--- src/rtl/issue_queue_pkg.sv ---
// -----------------------------------------------------------------------------
// issue_queue_pkg
//   Shared definitions for the issue queue and the downstream age arbiter:
//   field widths, queue depth, opcode constants and the occupancy update rule.
// -----------------------------------------------------------------------------
package issue_queue_pkg;

    localparam int OPCODE_WIDTH = 7;
    localparam int AGE          = 5;
    localparam int TAG          = 6;
    localparam int DEPTH        = 16;
    localparam int IDX_W        = 4;
    localparam int CNT_W        = 5;

    typedef enum logic [OPCODE_WIDTH-1:0] {
        R_TYPE = 7'b0110011,
        I_TYPE = 7'b0010011,
        LOAD   = 7'b0000011,
        STORE  = 7'b0100011,
        BRANCH = 7'b1100011
    } opcode_e;

    // Occupancy update: an allocate and an issue in the same cycle cancel out.
    function automatic logic [CNT_W-1:0] count_next(
        input logic [CNT_W-1:0] cnt,
        input logic             inc,
        input logic             dec
    );
        logic [CNT_W-1:0] r;
        r = cnt;
        if (inc && !dec) begin
            r = cnt + CNT_W'(1);
        end else if (dec && !inc) begin
            r = cnt - CNT_W'(1);
        end
        return r;
    endfunction

endpackage

--- src/rtl/iq_free_pick.sv ---
// -----------------------------------------------------------------------------
// iq_free_pick
//   Lowest-index free slot finder for the issue queue.
//   Ports:
//     valid    in   DEPTH  per-slot valid bits
//     free_idx out  IDX_W  index of the lowest invalid slot (0 when full)
//     full     out  1      every slot is valid
// -----------------------------------------------------------------------------
module iq_free_pick
    import issue_queue_pkg::*;
(
    input  logic [DEPTH-1:0] valid,
    output logic [IDX_W-1:0] free_idx,
    output logic             full
);

    // Scan downward so the last hit, and therefore the result, is the lowest free slot.
    always_comb begin
        free_idx = '0;
        for (int i = DEPTH - 1; i >= 0; i--) begin
            if (!valid[i]) begin
                free_idx = IDX_W'(i);
            end
        end
    end

    assign full = &valid;

endmodule

--- src/rtl/issue_queue.sv ---
// -----------------------------------------------------------------------------
// issue_queue
//   16-entry out-of-order issue queue with dense age ordering, tag wakeup and
//   a registered issue payload.
//   Ports:
//     clk, rst_n                    clock, synchronous active-low reset
//     flush                         invalidate every entry (highest priority)
//     alloc_valid / alloc_ready     dispatch handshake
//     alloc_op, alloc_src1/2,
//     alloc_src1/2_rdy, alloc_dst   offered instruction
//     wb_valid, wb_tag              wakeup broadcast of a completed tag
//     iss_valid, iss_addr           grant from the age arbiter
//     op[], req[], age[]            per-entry view for the arbiter
//     out_valid, out_op,
//     out_src1/2, out_dst           payload of the entry issued last cycle
//     count                         number of valid entries (0..16)
// -----------------------------------------------------------------------------
module issue_queue
    import issue_queue_pkg::DEPTH;
    import issue_queue_pkg::IDX_W;
    import issue_queue_pkg::CNT_W;
    import issue_queue_pkg::count_next;
#(
    parameter int OPCODE_WIDTH = issue_queue_pkg::OPCODE_WIDTH,
    parameter int AGE          = issue_queue_pkg::AGE,
    parameter int TAG          = issue_queue_pkg::TAG
) (
    input  logic                    clk,
    input  logic                    rst_n,
    input  logic                    flush,

    input  logic                    alloc_valid,
    output logic                    alloc_ready,
    input  logic [OPCODE_WIDTH-1:0] alloc_op,
    input  logic [TAG-1:0]          alloc_src1,
    input  logic [TAG-1:0]          alloc_src2,
    input  logic                    alloc_src1_rdy,
    input  logic                    alloc_src2_rdy,
    input  logic [TAG-1:0]          alloc_dst,

    input  logic                    wb_valid,
    input  logic [TAG-1:0]          wb_tag,

    input  logic                    iss_valid,
    input  logic [IDX_W-1:0]        iss_addr,

    output logic [OPCODE_WIDTH-1:0] op  [DEPTH],
    output logic [DEPTH-1:0]        req,
    output logic [AGE-1:0]          age [DEPTH],

    output logic                    out_valid,
    output logic [OPCODE_WIDTH-1:0] out_op,
    output logic [TAG-1:0]          out_src1,
    output logic [TAG-1:0]          out_src2,
    output logic [TAG-1:0]          out_dst,

    output logic [CNT_W-1:0]        count
);

    logic [DEPTH-1:0] valid;
    logic [DEPTH-1:0] src1_rdy;
    logic [DEPTH-1:0] src2_rdy;
    logic [TAG-1:0]   src1 [DEPTH];
    logic [TAG-1:0]   src2 [DEPTH];
    logic [TAG-1:0]   dst  [DEPTH];

    logic [IDX_W-1:0] free_idx;
    logic             slots_full;
    logic             xfer;
    logic             iss_fire;
    logic [AGE-1:0]   iss_age;
    logic [CNT_W-1:0] new_age;
    logic             new_src1_rdy;
    logic             new_src2_rdy;

    iq_free_pick u_free_pick (
        .valid    (valid),
        .free_idx (free_idx),
        .full     (slots_full)
    );

    // Registered count only: a full queue stalls a cycle even while issuing.
    assign alloc_ready = (count != CNT_W'(DEPTH));

    assign req = valid & src1_rdy & src2_rdy;

    // slots_full mirrors count == 16; it also keeps a stray write off a live slot.
    assign xfer     = alloc_valid & alloc_ready & ~slots_full & ~flush;
    assign iss_fire = iss_valid & req[iss_addr] & ~flush;
    assign iss_age  = age[iss_addr];

    // Removing an entry closes its age gap, so the newcomer lands one lower.
    assign new_age = iss_fire ? (count - CNT_W'(1)) : count;

    // Same-cycle wakeup bypass into the allocating entry.
    assign new_src1_rdy = alloc_src1_rdy | (wb_valid & (alloc_src1 == wb_tag));
    assign new_src2_rdy = alloc_src2_rdy | (wb_valid & (alloc_src2 == wb_tag));

    always_ff @(posedge clk) begin
        if (!rst_n) begin
            valid     <= '0;
            src1_rdy  <= '0;
            src2_rdy  <= '0;
            count     <= '0;
            out_valid <= 1'b0;
            out_op    <= '0;
            out_src1  <= '0;
            out_src2  <= '0;
            out_dst   <= '0;
            for (int i = 0; i < DEPTH; i++) begin
                age[i]  <= '0;
                op[i]   <= '0;
                src1[i] <= '0;
                src2[i] <= '0;
                dst[i]  <= '0;
            end
        end else if (flush) begin
            valid     <= '0;
            count     <= '0;
            out_valid <= 1'b0;
        end else begin
            for (int i = 0; i < DEPTH; i++) begin
                if (wb_valid && valid[i] && (src1[i] == wb_tag)) begin
                    src1_rdy[i] <= 1'b1;
                end
                if (wb_valid && valid[i] && (src2[i] == wb_tag)) begin
                    src2_rdy[i] <= 1'b1;
                end
                if (iss_fire && valid[i] && (age[i] > iss_age)) begin
                    age[i] <= age[i] - AGE'(1);
                end
            end

            if (iss_fire) begin
                valid[iss_addr] <= 1'b0;
            end

            // The free slot is invalid, so the loop above never touched it.
            if (xfer) begin
                valid[free_idx]    <= 1'b1;
                op[free_idx]       <= alloc_op;
                src1[free_idx]     <= alloc_src1;
                src2[free_idx]     <= alloc_src2;
                dst[free_idx]      <= alloc_dst;
                src1_rdy[free_idx] <= new_src1_rdy;
                src2_rdy[free_idx] <= new_src2_rdy;
                age[free_idx]      <= AGE'(new_age);
            end

            count     <= count_next(count, xfer, iss_fire);
            out_valid <= iss_fire;
            if (iss_fire) begin
                out_op   <= op[iss_addr];
                out_src1 <= src1[iss_addr];
                out_src2 <= src2[iss_addr];
                out_dst  <= dst[iss_addr];
            end
        end
    end

endmodule

--- config.mk ---
export PLATFORM = sky130hd
export DESIGN_NAME = issue_queue
export DESIGN_NICKNAME = d
export VERILOG_FILES = /design/src/rtl/issue_queue_pkg.sv /design/src/rtl/iq_free_pick.sv /design/src/rtl/issue_queue.sv
export SDC_FILE = /design/constraint.sdc
export NUM_CORES = 1
export LEC_CHECK = 0
export ABC_AREA = 1
export BUFFER_PORTS_ARGS = -buffer_cell sky130_fd_sc_hd__buf_2
export CORE_ASPECT_RATIO = 1.4
export CORE_UTILIZATION = 54
export CTS_CLUSTER_SIZE = 16
export DETAILED_ROUTE_END_ITERATION = 10
export HOLD_SLACK_MARGIN = 0.05
export PLACE_DENSITY_LB_ADDON = 0.08
export SLEW_MARGIN = 15
export SYNTH_ARGS = -nofsm -noshare
export SYNTH_HDL_FRONTEND = slang
export SYNTH_SLANG_ARGS = --single-unit
export TNS_END_PERCENT = 100
--- constraint.sdc ---
create_clock -name clk -period 4.85 [get_ports clk]
set_input_delay 0.97 -clock clk [delete_from_list [all_inputs] [get_ports clk]]
set_output_delay 0.97 -clock clk [all_outputs]
set_load 0.005 [all_outputs]
* Word-level counts from Yosys, hierarchy flattened
Memories as Yosys holds them, arrays and structs flattened. A register that Yosys moved wholly into a read port is not among the register bits.
Index checks and enable logic that the tools add are counted.
** Word-level totals
- Memory bits (writable) :: 288
- Register bits after elaboration :: 253
- Memories :: 3
** Memories
- dst :: words 16, width 6, rd ports 1, clocked after Yosys merged registers in 1, write ports 16, RTL line issue_queue.sv:65 : logic [TAG-1:0] dst [DEPTH];
- src1 :: words 16, width 6, rd ports 17, clocked after Yosys merged registers in 1, write ports 16, RTL line issue_queue.sv:63 : logic [TAG-1:0] src1 [DEPTH];
- src2 :: words 16, width 6, rd ports 17, clocked after Yosys merged registers in 1, write ports 16, RTL line issue_queue.sv:64 : logic [TAG-1:0] src2 [DEPTH];
** Cells by class
- Reduce and logical (&&, ||, !) cells :: 98
- Equality and inequality tests :: 35
- Order comparisons :: 23
- Bitwise operators :: 19
- Multiplexer cells :: 204
- Add/subtract/negate cells :: 18
** Operators by type and width (count)
- 2-to-1 mux 5 bit :: 54
- == test 6 bit :: 34
- bitwise mux 112 bit :: 1
- 2-to-1 mux 1 bit :: 107
- 2-to-1 mux 16 bit :: 6
- logical AND 1 bit :: 85
- subtractor 5 x 1 -> 5 bit (second input constant) :: 17
- bitwise mux 80 bit :: 1
- > comparator 5 bit :: 16
- 2-to-1 mux 80 bit :: 1
- 2-to-1 mux 4 bit :: 19
- AND 16 bit :: 3
- bitwise mux 16 bit :: 2
- binary-select mux 7 bit (select 4 bit) :: 1
- demux 7 bit (select 4 bit) :: 1
- 2-to-1 mux 7 bit :: 3
- binary-select mux 5 bit (select 4 bit) :: 1
- demux 5 bit (select 4 bit) :: 1
- 2-to-1 mux 6 bit :: 3
- OR reduction 6 bit :: 3
- NOT 16 bit :: 1
- OR 16 bit :: 1
- AND reduction 16 bit :: 1
- greater-or-equal comparator 5 bit (second input constant) :: 2
- other kinds (15) :: 33

* Depth between registers and ports, before layout
- Depth in word-level cells :: 23
- Mapped depth :: 24
- Depth with buffers taken out :: 22

* By module
A second synthesis with hierarchy kept.
** Unflattened totals
- Cells, all modules :: 3745
- Area total of the unflattened synthesis :: 30239.0 µm²
** By module, submodules not included
- issue_queue :: area each 30075.1 µm², cells an instance 3707, seq. area each 14073.5 µm², instances 1
- iq_free_pick :: area each 163.9 µm², cells an instance 38, seq. area each 0.0 µm², instances 1

* Worst setup path before layout
No wires, ideal clock.
- Kind :: in2reg
- From :: input port iss_addr[0]
- To :: register age[8] (netlist bit)
- Required time :: 4722 ps
- Cell stages on the path :: 18
- Arrival :: 4450 ps
- Setup time :: 128 ps
- Buffers on the path :: 2
- Slack :: 272 ps
- Path through :: inv_2 nand2_1 clkbuf_1 buf_1 o22ai_1 o21ai_0 nand2_1 a221oi_1 ha_1 a21oi_1 o21ai_0 o221a_2 nand2_1 inv_1 nand2_1 o21ai_0 o21ai_0 nor2_1
** On the way
- Word-level cells in the longest chain between the ends :: 11
** RTL lines
- from (decl) :: RTL line issue_queue.sv:45 : input logic [IDX_W-1:0] iss_addr,
- NOT 4 -> 5 bit (implied by the code) or binary-select mux 1 bit (select 4 bit) (tied branches) :: RTL line issue_queue.sv:90, issue_queue.sv:89
- binary-select mux 5 bit (select 4 bit) or 2-to-1 mux 1 bit (tied branches) :: RTL line issue_queue.sv:90, issue_queue.sv:89
- 2-to-1 mux 5 bit (implied by the code) or AND 1 bit (tied branches) (2 in series) :: RTL line issue_queue.sv:90, issue_queue.sv:89
- > comparator 5 bit or logical AND 1 bit (tied branches) :: RTL line issue_queue.sv:129 : if (iss_fire && valid[i] && (age[i] > iss_age)) begin
- logical AND 1 bit :: RTL line issue_queue.sv:129
- 2-to-1 mux 5 bit :: RTL line issue_queue.sv:129
- 2-to-1 mux 5 bit :: RTL line issue_queue.sv:117 : end else if (flush) begin
- 2-to-1 mux 5 bit :: RTL line issue_queue.sv:100 : if (!rst_n) begin
- bitwise mux 80 bit :: RTL line issue_queue.sv:147 : age[free_idx] <= AGE'(new_age);
- 2-to-1 mux 80 bit * :: RTL line issue_queue.sv:139 : if (xfer) begin
- to (signal, indexed assignment) :: RTL line issue_queue.sv:130 : age[i] <= age[i] - AGE'(1);
- to (signal, indexed assignment) :: RTL line issue_queue.sv:147
- to (decl) :: RTL line issue_queue.sv:49 : output logic [AGE-1:0] age [DEPTH],
Every way passes the cells marked *; elsewhere a longest branch is shown, timed or not. The select of a mux whose other input is x is not followed.
A chain may end at the register's enable or synchronous reset.

* Worst setup path in the final report
- From :: input port iss_addr[1]
- To :: register age[42] (netlist bit)
The elaborated chain is that of the path after synthesis.

==> impl_metrics.yaml <==
outcome:
  status: "finished, final reports clean"
pwr:
  p_per_area_nw_per_um2: 320
  peakVddDrop_uv: 351
  power_mw: 10.7
  p_leak_nw: 13.7
timing:
  period_minus_slack_ns: 4.29
  finalHoldViolCount: 0
  final.setup_skew_ns: 0.0177
  setup_violations: 0
  fin_crit_sh_pct: 88.4
  drv_slew: 0
  setup_tns_ns: 0
  max_freq_mhz: 233
  rsz0062_at_grt: "false"
  relSlewSlack_pct: 24.9
  tightest_slew_ns: 1.12
synthesis:
  ys_seq_elements: 559
  syn_nets: 3642
  synth_edf_count: 288
  yosys_most_used_dff: "edfxtp_1"
  synth_area_sq_um: 29600
  async_flop_share_pct: 0
  avgSynthCellArea_sq_um: 8.45
  seq_area_frac_synth_pct: 47.6
  synth_cell_type_count: 56
  yosysWarnings: 0
  syn-instance-count: 3500
clocking:
  insertion_delay_ns: 0.62
  cts_tree: "yes"
  cts_root_buf: "clkbuf_16"
  cts_hold_buffers: 0
  postCtsSetupRepairBufs: 0
  clk_pin_slew_ns: 0.06
  clkSinkCount: 559
  cts_max_path_buffers: 3
  htreeDepth: 2
  cts_resized: 0
  numCtsBuffers: 55
critical_path:
  cp.required_ns: 5.33
  critPathArrivalTime_ns: 4.77
  critPathMaxStageDelay_ns: 0.81
  crit_slowest_cell: "nand2_1"
  crit_fanout: 24
  path_cells: "buf_2, inv_2, nand2_1, o22ai_1, o21ai_0, nand2_1, a221oi_2, buf_4, ha_1, nand2_1, o311ai_0, nand2_1, nor2_1, nand2_1, inv_1, nand2_1, nand2_1, nand3_1, nand2_1, nor2_1"
  cp_common_cell: "nand2_1"
  start_kind: "primary input"
  worstSetupPathType: "in -> reg"
  end_kind: "flop"
drt:
  drc_errors: 0
  drtAntennaViolNets: 0
  vias_per_cell: 6.45
  drtIter0Drc: 3246
  wl_per_cell_um: 25.7
  vias: 28735
  postRouteWirelength_um: 114000
  dr.pass1.iters: 9
global_routing:
  grt_max_degree: 96
  antenna_found_initial: 1
  overflow: 0
  first_global_vias: 27301
  grt_pass1_wl_um: 167000
  grt_usage_pct: 40.6
cells_and_area:
  syn_to_final_growth_pct: 13.1
  fin_area_sq_um: 33400
  final_nets: 3832
  mostFrequentLayoutCells: "nand2_1, nor2_1, edfxtp_1"
  layout-drive-gt1-share_pct: 14.5
  layout_commonest_cell: "nand2_1"
  layout.cells.non_filler: 4455
placement:
  dp_cells: 4354
  io_buffers: 282
  dpl_cell_area_sq_um: 31600
  dp_hpwl_um: 79900
  place.gp.congestion: 0.989
floorplan:
  start_util_pct: 54.6
  die_h_um: 279
  ios: 283
  die_w_um: 200
  core_sq_um: 54200
  std_cell_rows: 101
  die_area_sq_um: 55700
run:
  maxCapViolCount: 0
worst_hold_path:
  min_path_type: "reg -> reg"
-- worst max-delay path, delay by kind of cell --
kind,cells,cell delay (ns)
AOI/OAI and AO/OA,4,1.29
and+or+nand+nor,11,1.64
buffers and inverters,4,0.69
adders and majority gates,1,0.17
-- registers in the layout, summed over array words and instances (netlist names) --
signal	count
op	112
src1_rdy	16
count	5
src2	96
out_src2	6
src1	96
out_valid	1
src2_rdy	16
age	80
out_op	7
out_src1	6
valid	16
out_dst	6
dst	96
-- cells in the mapped netlist (all sizes together) (4+ instances only) --
cell	n	area [sq um]
a21boi	6	45.0
nor3	24	140
buf	81	403
nand3	224	1210
o21ai	281	1420
a211oi	19	143
clkinv	12	45.0
nor2	447	1720
a31oi	11	75.1
a22o	16	140
a221oi	36	315
nand2	552	2110
a2111oi	13	114
a21oi	146	742
edfxtp	288	8650
o31ai	4	30.0
o311ai	8	70.1
nand4	49	319
nor4	9	71.3
a22oi	167	1250
dfxtp	271	5430
o221ai	44	385
ha	99	1240
xor2	50	445
or2	10	62.6
xnor2	38	333
clkbuf	144	541
o22ai	108	676
inv	307	1150
o21bai	8	71.3
o211ai	10	75.1
o2111ai	12	105
-- per-layer routing --
metal / share of wire, % / global-route usage (%) / wire (um) / vias to the layer above
li1: - / - / - / 12674
met2: 47 / 66.6 / 54000 / 1895
met4: 8.6 / 31.0 / 9800 / 0
met1: 35 / 47.2 / 39800 / 13731
met3: 9.4 / 6.46 / 10700 / 435
met5: 0 / 0 / 0 / -
-- area by class of cell --
class / instances / area, sq um
multi-input combinational: 2397 / 13400
timing repair buffer: 358 / 2000
tap: 721 / 902
inverter: 319 / 1200
clock inverter: 32 / 359
antenna: 2 / 5.00
sequential: 559 / 14100
clock buffer: 67 / 1500
fill: 4826 / 20800
-- power by group --
part           switching [mW]  total (mW)  internal, mW
sequential             0.0966        5.20          5.11
combinational           0.720       0.973         0.252
clock                    1.92        4.53          2.62
-- cell families after synthesis --
logic type               synth area share, %
flip-flops                              47.6
XOR/XNOR                                2.63
AO/OA/AOI/OAI                           19.2
AND/OR/NAND/NOR                         19.1
adder cells (fa/ha/maj)                 4.19
buffers and inverters                   7.25
-- metrics by stage --
step | hold WS, ns | setup slack, ns | utilization, %
after detailed placement | 0.441 | 0.103 | 58.2
after CTS | 0.450 | 0.756 | 61.7
after floorplan | 0.426 | 0.272 | -
after global placement | 0.435 | 0.0884 | 58.2
after global routing | 0.470 | 0.298 | 61.7
final | 0.450 | 0.563 | 61.7
-- path summary, 6_finish.rpt --
check | startpoint | to | slack [ns] | depth (start not counted)
min reg2reg | src1_rdy[14] | src1_rdy[14] | 0.45 | 2
max | iss_addr[1] | age[42] | 0.56 | 20
max reg2reg | valid[14] | dst[2][3] | 1.23 | 11
min | src1_rdy[14] | src1_rdy[14] | 0.45 | 2
No activity file was read; power rests on OpenSTA's default activity.
